`config.mk`:
```
export PLATFORM = sky130hd
export DESIGN_NAME = alu_sequencer
export DESIGN_NICKNAME = d
export VERILOG_FILES = /design/src/rtl/alu_sequencer.sv
export SDC_FILE = /design/constraint.sdc
export NUM_CORES = 1
export LEC_CHECK = 0
export ABC_CLOCK_PERIOD_IN_PS = 1900
export BUFFER_PORTS_ARGS = -buffer_cell sky130_fd_sc_hd__buf_2
export CAP_MARGIN = 20
export CORE_ASPECT_RATIO = 1.2
export CORE_MARGIN = 1
export CORE_UTILIZATION = 50
export CTS_BUF_LIST = sky130_fd_sc_hd__clkbuf_8
export DETAILED_ROUTE_END_ITERATION = 8
export PLACE_DENSITY = 0.77
export SYNTH_ARGS = -nofsm -noshare
export SYNTH_HDL_FRONTEND = slang
export SYNTH_SLANG_ARGS = --single-unit
```
`constraint.sdc`:
```
create_clock -name phi1 -period 1.9 [get_ports phi1]
set_clock_uncertainty 0.2 [all_clocks]
set_input_delay 0.285 -clock phi1 [delete_from_list [all_inputs] [get_ports phi1]]
set_output_delay 0.285 -clock phi1 [all_outputs]
set_load 0.01 [all_outputs]
```
`src/rtl/alu_sequencer.sv`:
```
// Multi-cycle sequencer around an external registered ALU. It handles operand steering,
// flag generation, illegal-op and ALU-fault reporting. Define ALU_SEQ_DECIMAL_EN to enable BCD adjust for ADC/SBC.

`ifndef REG_WIDTH
`define REG_WIDTH 8
`endif
`ifndef OPP_WIDTH
`define OPP_WIDTH 3
`endif
`ifndef SUM
`define SUM 0
`endif
`ifndef AND
`define AND 1
`endif
`ifndef OR
`define OR 2
`endif
`ifndef XOR
`define XOR 3
`endif

module alu_sequencer #(
    parameter int DATA_W = `REG_WIDTH,
    parameter int FUNC_W = `OPP_WIDTH
) (
    input  logic              phi1,
    input  logic              reset_n,
    input  logic              req,
    input  logic [3:0]        op,
    input  logic [DATA_W-1:0] a,
    input  logic [DATA_W-1:0] b,
    input  logic              carry_in,
    input  logic              dec_mode,
    output logic              busy,
    output logic              done,
    output logic [DATA_W-1:0] result,
    output logic              result_we,
    output logic [3:0]        flags,
    output logic [3:0]        flags_mask,
    output logic              err,
    output logic [DATA_W-1:0] alu_a,
    output logic [DATA_W-1:0] alu_b,
    output logic [FUNC_W-1:0] alu_func,
    output logic              alu_carry_in,
    input  logic [DATA_W-1:0] alu_add,
    input  logic              alu_carry_out,
    input  logic              alu_wout
);

    // state      | meaning
    // IDLE       | waiting for req (accepts only when no completion is pending)
    // ISSUE      | operands driven to the ALU
    // CAPT       | binary ALU result available
    // ADJ_ISSUE  | decimal adjust constant driven to the ALU
    // ADJ_CAPT   | adjusted result available
    typedef enum logic [2:0] {IDLE, ISSUE, CAPT, ADJ_ISSUE, ADJ_CAPT} state_t;

    localparam logic [3:0] OP_ADC = 4'd0, OP_SBC = 4'd1, OP_AND = 4'd2, OP_ORA = 4'd3,
                           OP_EOR = 4'd4, OP_ASL = 4'd5, OP_ROL = 4'd6, OP_INC = 4'd7,
                           OP_DEC = 4'd8, OP_CMP = 4'd9;
    localparam logic [FUNC_W-1:0] F_SUM = FUNC_W'(`SUM);
    localparam logic [FUNC_W-1:0] F_AND = FUNC_W'(`AND);
    localparam logic [FUNC_W-1:0] F_OR  = FUNC_W'(`OR);
    localparam logic [FUNC_W-1:0] F_XOR = FUNC_W'(`XOR);
    localparam int MSB = DATA_W - 1;

    state_t            r_state;
    logic [3:0]        r_op;
    logic [DATA_W-1:0] r_a, r_b;
    logic              r_cin;
    logic              r_fin;
    logic [DATA_W-1:0] r_p_result, r_result;
    logic [3:0]        r_p_flags, r_flags, r_p_mask, r_mask;
    logic              r_p_we, r_we, r_p_err, r_err, r_done;

    logic [DATA_W-1:0] w_beff;
    logic [FUNC_W-1:0] w_func;
    logic              w_cin;
    logic [3:0]        w_mask;
    logic              w_we;
    logic              w_n, w_v, w_z, w_c, w_bad;
    logic              w_go_adj, w_finish;

`ifdef ALU_SEQ_DECIMAL_EN
    logic              r_dec;
    logic [DATA_W-1:0] r_bin;
    logic              r_bcout, r_werr;
    logic              w_hc, w_lo_adj, w_hi_adj;
    logic [DATA_W-1:0] w_adj;

    // High-digit correction for ADC keys off the whole binary sum exceeding 99,
    // so a low-digit carry into a 9 (e.g. 99+01) also adjusts the high digit.
    always_comb begin
        w_hc     = r_a[4] ^ w_beff[4] ^ r_bin[4];
        w_lo_adj = 1'b0;
        w_hi_adj = 1'b0;
        w_adj    = '0;
        if (r_op == OP_ADC) begin
            w_lo_adj = (r_bin[3:0] > 4'd9) || w_hc;
            w_hi_adj = (r_bin > DATA_W'(8'h99)) || r_bcout;
            w_adj    = DATA_W'({w_hi_adj ? 4'h6 : 4'h0, w_lo_adj ? 4'h6 : 4'h0});
        end else begin
            w_lo_adj = !w_hc;
            w_hi_adj = !r_bcout;
            w_adj    = DATA_W'((w_lo_adj ? 8'hFA : 8'h00) + (w_hi_adj ? 8'hA0 : 8'h00));
        end
    end

    assign w_go_adj = r_dec && (r_op == OP_ADC || r_op == OP_SBC);
`else
    logic w_unused_dec;
    assign w_unused_dec = dec_mode;
    assign w_go_adj     = 1'b0;
`endif

    always_comb begin
        w_beff = r_b;
        w_func = F_SUM;
        w_cin  = 1'b0;
        w_mask = 4'b0000;
        w_we   = 1'b1;
        case (r_op)
            OP_ADC: begin w_cin = r_cin; w_mask = 4'b1111; end
            OP_SBC: begin w_beff = ~r_b; w_cin = r_cin; w_mask = 4'b1111; end
            OP_AND: begin w_func = F_AND; w_mask = 4'b1010; end
            OP_ORA: begin w_func = F_OR;  w_mask = 4'b1010; end
            OP_EOR: begin w_func = F_XOR; w_mask = 4'b1010; end
            OP_ASL: begin w_beff = r_a; w_mask = 4'b1011; end
            OP_ROL: begin w_beff = r_a; w_cin = r_cin; w_mask = 4'b1011; end
            OP_INC: begin w_beff = '0; w_cin = 1'b1; w_mask = 4'b1010; end
            OP_DEC: begin w_beff = '1; w_mask = 4'b1010; end
            OP_CMP: begin w_beff = ~r_b; w_cin = 1'b1; w_mask = 4'b1011; w_we = 1'b0; end
            default: w_we = 1'b0;
        endcase
    end

    always_comb begin
        alu_a        = '0;
        alu_b        = '0;
        alu_func     = F_SUM;
        alu_carry_in = 1'b0;
        if (r_state == ISSUE) begin
            alu_a        = r_a;
            alu_b        = w_beff;
            alu_func     = w_func;
            alu_carry_in = w_cin;
        end
`ifdef ALU_SEQ_DECIMAL_EN
        else if (r_state == ADJ_ISSUE) begin
            alu_a = r_bin;
            alu_b = w_adj;
        end
`endif
    end

    // Flags of the final pass; V always reflects the binary pass.
    always_comb begin
        w_n   = alu_add[MSB];
        w_z   = (alu_add == '0);
        w_c   = alu_carry_out;
        w_v   = (r_a[MSB] == w_beff[MSB]) && (alu_add[MSB] != r_a[MSB]);
        w_bad = !alu_wout;
`ifdef ALU_SEQ_DECIMAL_EN
        if (r_state == ADJ_CAPT) begin
            w_v   = (r_a[MSB] == w_beff[MSB]) && (r_bin[MSB] != r_a[MSB]);
            w_c   = (r_op == OP_ADC) ? (r_bcout || w_hi_adj) : r_bcout;
            w_bad = !alu_wout || r_werr;
        end
`endif
    end

    assign w_finish = (r_state == CAPT && !w_go_adj) || (r_state == ADJ_CAPT);

    // Completion is staged through r_fin so done lands one edge after the final capture.
    always_ff @(posedge phi1 or negedge reset_n) begin
        if (!reset_n) begin
            r_state    <= IDLE;
            r_op       <= '0;
            r_a        <= '0;
            r_b        <= '0;
            r_cin      <= 1'b0;
            r_fin      <= 1'b0;
            r_p_result <= '0;
            r_p_flags  <= '0;
            r_p_mask   <= '0;
            r_p_we     <= 1'b0;
            r_p_err    <= 1'b0;
            r_result   <= '0;
            r_flags    <= '0;
            r_mask     <= '0;
            r_we       <= 1'b0;
            r_err      <= 1'b0;
            r_done     <= 1'b0;
`ifdef ALU_SEQ_DECIMAL_EN
            r_dec      <= 1'b0;
            r_bin      <= '0;
            r_bcout    <= 1'b0;
            r_werr     <= 1'b0;
`endif
        end else begin
            r_done <= 1'b0;
            r_err  <= 1'b0;
            r_fin  <= 1'b0;
            if (r_fin) begin
                r_done   <= 1'b1;
                r_err    <= r_p_err;
                r_result <= r_p_result;
                r_flags  <= r_p_flags;
                r_mask   <= r_p_mask;
                r_we     <= r_p_we;
            end
            case (r_state)
                IDLE: begin
                    if (req && !r_fin) begin
                        r_op  <= op;
                        r_a   <= a;
                        r_b   <= b;
                        r_cin <= carry_in;
`ifdef ALU_SEQ_DECIMAL_EN
                        r_dec <= dec_mode;
`endif
                        if (op <= OP_CMP) begin
                            r_state <= ISSUE;
                        end else begin
                            r_fin    <= 1'b1;
                            r_p_err  <= 1'b1;
                            r_p_we   <= 1'b0;
                            r_p_mask <= 4'b0000;
                        end
                    end
                end
                ISSUE:     r_state <= CAPT;
`ifdef ALU_SEQ_DECIMAL_EN
                CAPT: begin
                    r_bin   <= alu_add;
                    r_bcout <= alu_carry_out;
                    r_werr  <= !alu_wout;
                    if (w_go_adj) r_state <= ADJ_ISSUE;
                end
                ADJ_ISSUE: r_state <= ADJ_CAPT;
`endif
                default: ;
            endcase
            if (w_finish) begin
                r_state    <= IDLE;
                r_fin      <= 1'b1;
                r_p_result <= alu_add;
                r_p_flags  <= {w_n, w_v, w_z, w_c};
                r_p_mask   <= w_bad ? 4'b0000 : w_mask;
                r_p_we     <= !w_bad && w_we;
                r_p_err    <= w_bad;
            end
        end
    end

    assign busy       = (r_state != IDLE) || r_fin;
    assign done       = r_done;
    assign err        = r_err;
    assign result     = r_result;
    assign result_we  = r_we;
    assign flags      = r_flags;
    assign flags_mask = r_mask;

endmodule
```
==> reports/results.tsv <==
metric	value	unit
status	finished, violations left	
failing checks	setup timing	
gpl congestion	0.750	
CTS Buffer Depth	2	
synthesis-to-layout area growth	47.5	%
kind of critical path	reg -> out	
io pins	75	
Critical path destination	alu_b[7]	
Netlist cell types	43	
TNS Setup	-2.95	ns
cts bufs inserted	9	
post-synthesis cell area	0.00277	mm2
Starting Density	0.524	
end of the worst register-to-register path	r_p_flags[2]	
Req. time, crit path	1.41	ns
GRT overflow	0	
Hold Path Stages	2	
Peak VDD IR	1.13	mV
CTS sink count	57	
Mapped Cells	233	
CTS tree	yes	
largest stage delay on the critical path	0.45	ns
H-tree depth	3	
DIE HEIGHT	83.6	um
die area	0.00585	mm2
vias per cell	5.38	
worst r2r src	r_op[1]	
initial antenna violation count	0	
final hold vios	0	
Slew Limit Fails	0	
Skew-Pair Late Insertion Delay	0.34	ns
PwrDens	1850	mW/mm2
CTS clk-pin slew, worst paths	0.07	ns
min Tclk post-route	2.21	ns
Post-synth EDFFs	0	
arrival time worst endpoint	1.73	ns
largest net degree at the start of global routing	58	
global-route wire length before repair	11200	um
cells on worst reg2reg path	8	
diodes inserted	0	
I/O Buffers	72	
core area	0.00530	mm2
synth top area cells	dfrtp_1, mux2_2, mux2_1, nand2_1, o2111a_1	
# setup viols final	12	
die extent in x	70.0	um
fin crit share	1.17	
crit path max fanout	7	
Tot GR Track Use	0.246	
num rows	29	
DR vias	2304	
Max Cap Viol	0	
Post-synth top flop	dfrtp_1	
Slowest-stage cell, CP	dfrtp_2	
DP HPWL	3940	um
drt pass-1 iters	4	
ratio of cells with drive above 1 in the final layout	0.503	
static leakage	1.92	nW
RSZ-0062 raised after global routing	true	
top-area cell type share of the netlist area	0.514	
yosys warns	0	
vias in the first global route	2417	
Seq/Total Area, Yosys	0.514	
fin worst setup slack	-0.315	ns
Post-synth ARST share	1.00	
Design Power	0.00757	W
routed len/inst	16.7	um
worst hold path startpoint	alu_add[3]	
most frequent cells after synthesis	dfrtp_1, mux2_2, nand2_1, mux2_1, and2_1	
Worst Hold Class	in -> reg	
post-synth top area cell	dfrtp_1	
R2R setup slack	0.03	ns
highest clock rate	0.452	GHz
antenna-violating nets left	0	
fill count	329	
Mapped Avg Cell Area	11.9	um2
# DRC	0	
Worst Setup Start Kind	flop	
count leader, synth	dfrtp_1	
root buf cell	clkbuf_8	
CP Capture Type	primary output	
DR iter-0 viols	127	
crit path cell chain	nor3b_1 -> nor3_1 -> o21a_1 -> and2_4 -> buf_6	
CP startpoint	r_op[1]	
nets	400	
Synth Register Bits	57	
Syn Nets	272	
DRT Wirelength	7140	um
kinds of logic (layout without fill, tap and decap cells):
| group | count (synthesis) | in the layout | synth area share |
|---|---|---|---|
| fa+ha+maj | 4 | 4 | 0.0180 |
| xor+xnor | 1 | 1 | 0.00316 |
| simple gates | 67 | 67 | 0.134 |
| buf+inv | 22 | 155 | 0.0469 |
| compound gates | 34 | 34 | 0.0925 |
| flops | 57 | 57 | 0.514 |
| other cells | 1 | 1 | 0.00135 |
| mux | 47 | 47 | 0.190 |
flip-flops by register name, indices dropped and copies added (netlist names), 4 cells and up:
signal,cells
r_a,8
r_p_result,8
r_b,8
result,8
r_op,4
layout make-up:
type	instances	area [um2]	share of cell area
clock inverter	5	77.6	0.0190
inverter	5	18.8	0.00459
timing repair buffer	134	1010	0.246
clock buffer	11	151	0.0370
sequential	57	1430	0.350
tap	62	77.6	0.0190
multi-input combinational	154	1330	0.325
stage by stage:
| stage | area [um2] | cells | utilization | setup WS [ns] | hold slack, ns |
|---|---|---|---|---|---|
| 2_1_floorplan | 2770 | 233 | - | 0.203 | -0.211 |
| 3_3_place_gp | 3280 | 371 | 0.620 | 0.0196 | 0.108 |
| 3_5_place_dp | 3280 | 371 | 0.620 | -0.0119 | 0.108 |
| 4_1_cts | 3980 | 423 | 0.751 | -0.275 | 0.000555 |
| 5_1_grt | 4090 | 428 | 0.772 | -0.368 | 0.000296 |
| 6_report | 4090 | 428 | 0.772 | -0.315 | 0.0101 |
per-layer routing:
layer / vias to the layer above / track usage / routed length (um)
met3: 13 / 0.0592 / 353
met2: 93 / 0.439 / 3960
met5: - / 0 / 0
met1: 1124 / 0.279 / 2670
li1: 1074 / - / -
met4: 0 / 0.0964 / 150
power by group:
| group | switching (W) | internal, W | leakage (nW) | total, W |
|---|---|---|---|---|
| combinational | 0.00176 | 0.00223 | 1.12 | 0.00398 |
| clock | 0.000492 | 0.000805 | 0.115 | 0.00130 |
| sequential | 0.000477 | 0.00181 | 0.688 | 0.00229 |
| total | 0.00272 | 0.00484 | 1.92 | 0.00757 |
worst min-delay path by stage:
stage | to | slack [ns]
2_1_floorplan | done | -0.21
4_1_cts | r_p_result[0] | 0.0006
5_1_grt | r_p_result[4] | 0.0003
3_5_place_dp | flags_mask[1] | 0.11
3_3_place_gp | flags_mask[2] | 0.11
6_report | r_p_result[3] | 0.01
timing repair:
item / 4_1_cts / 5_1_grt
hold endpoints to repair: 83 / 0
hold buffers: 27 / 0
pin swaps: 10 / 8
resized for setup: 28 / 24
setup buffers: 9 / 6
setup endpoints to repair: 19 / 21
placed cells by master (no fill, tap or decap), drive strengths merged:
cell           n
clkinv         2
a211oi         1
a21boi         1
o221ai         1
nor4b          1
a2bb2oi        1
o2111a         7
nor4bb         1
clkinvlp       1
bufinv         2
o21ai         13
buf          107
nand3          2
xnor2          1
mux2          46
a21oi          3
nand2b         4
and2          11
and3           1
ha             4
o21a           1
nor4           3
nand3b         3
or2            1
a31oi          1
nor3b          2
mux2i          1
dlygate4sd3   27
nor2           6
o22ai          2
o211ai         1
conb           1
o31a           1
clkbuf        11
dfrtp         57
inv            5
nor2b          3
nor3           2
nand2         27
o311a          1
critical path, delay by kind of cell, from the launching register on:
family / cells / cell delay, ns
compound gates: 1 / 0.21
buf+inv: 1 / 0.09
flops: 1 / 0.45
simple gates: 3 / 0.64
Note: power is estimated with default switching activity, not from simulation.
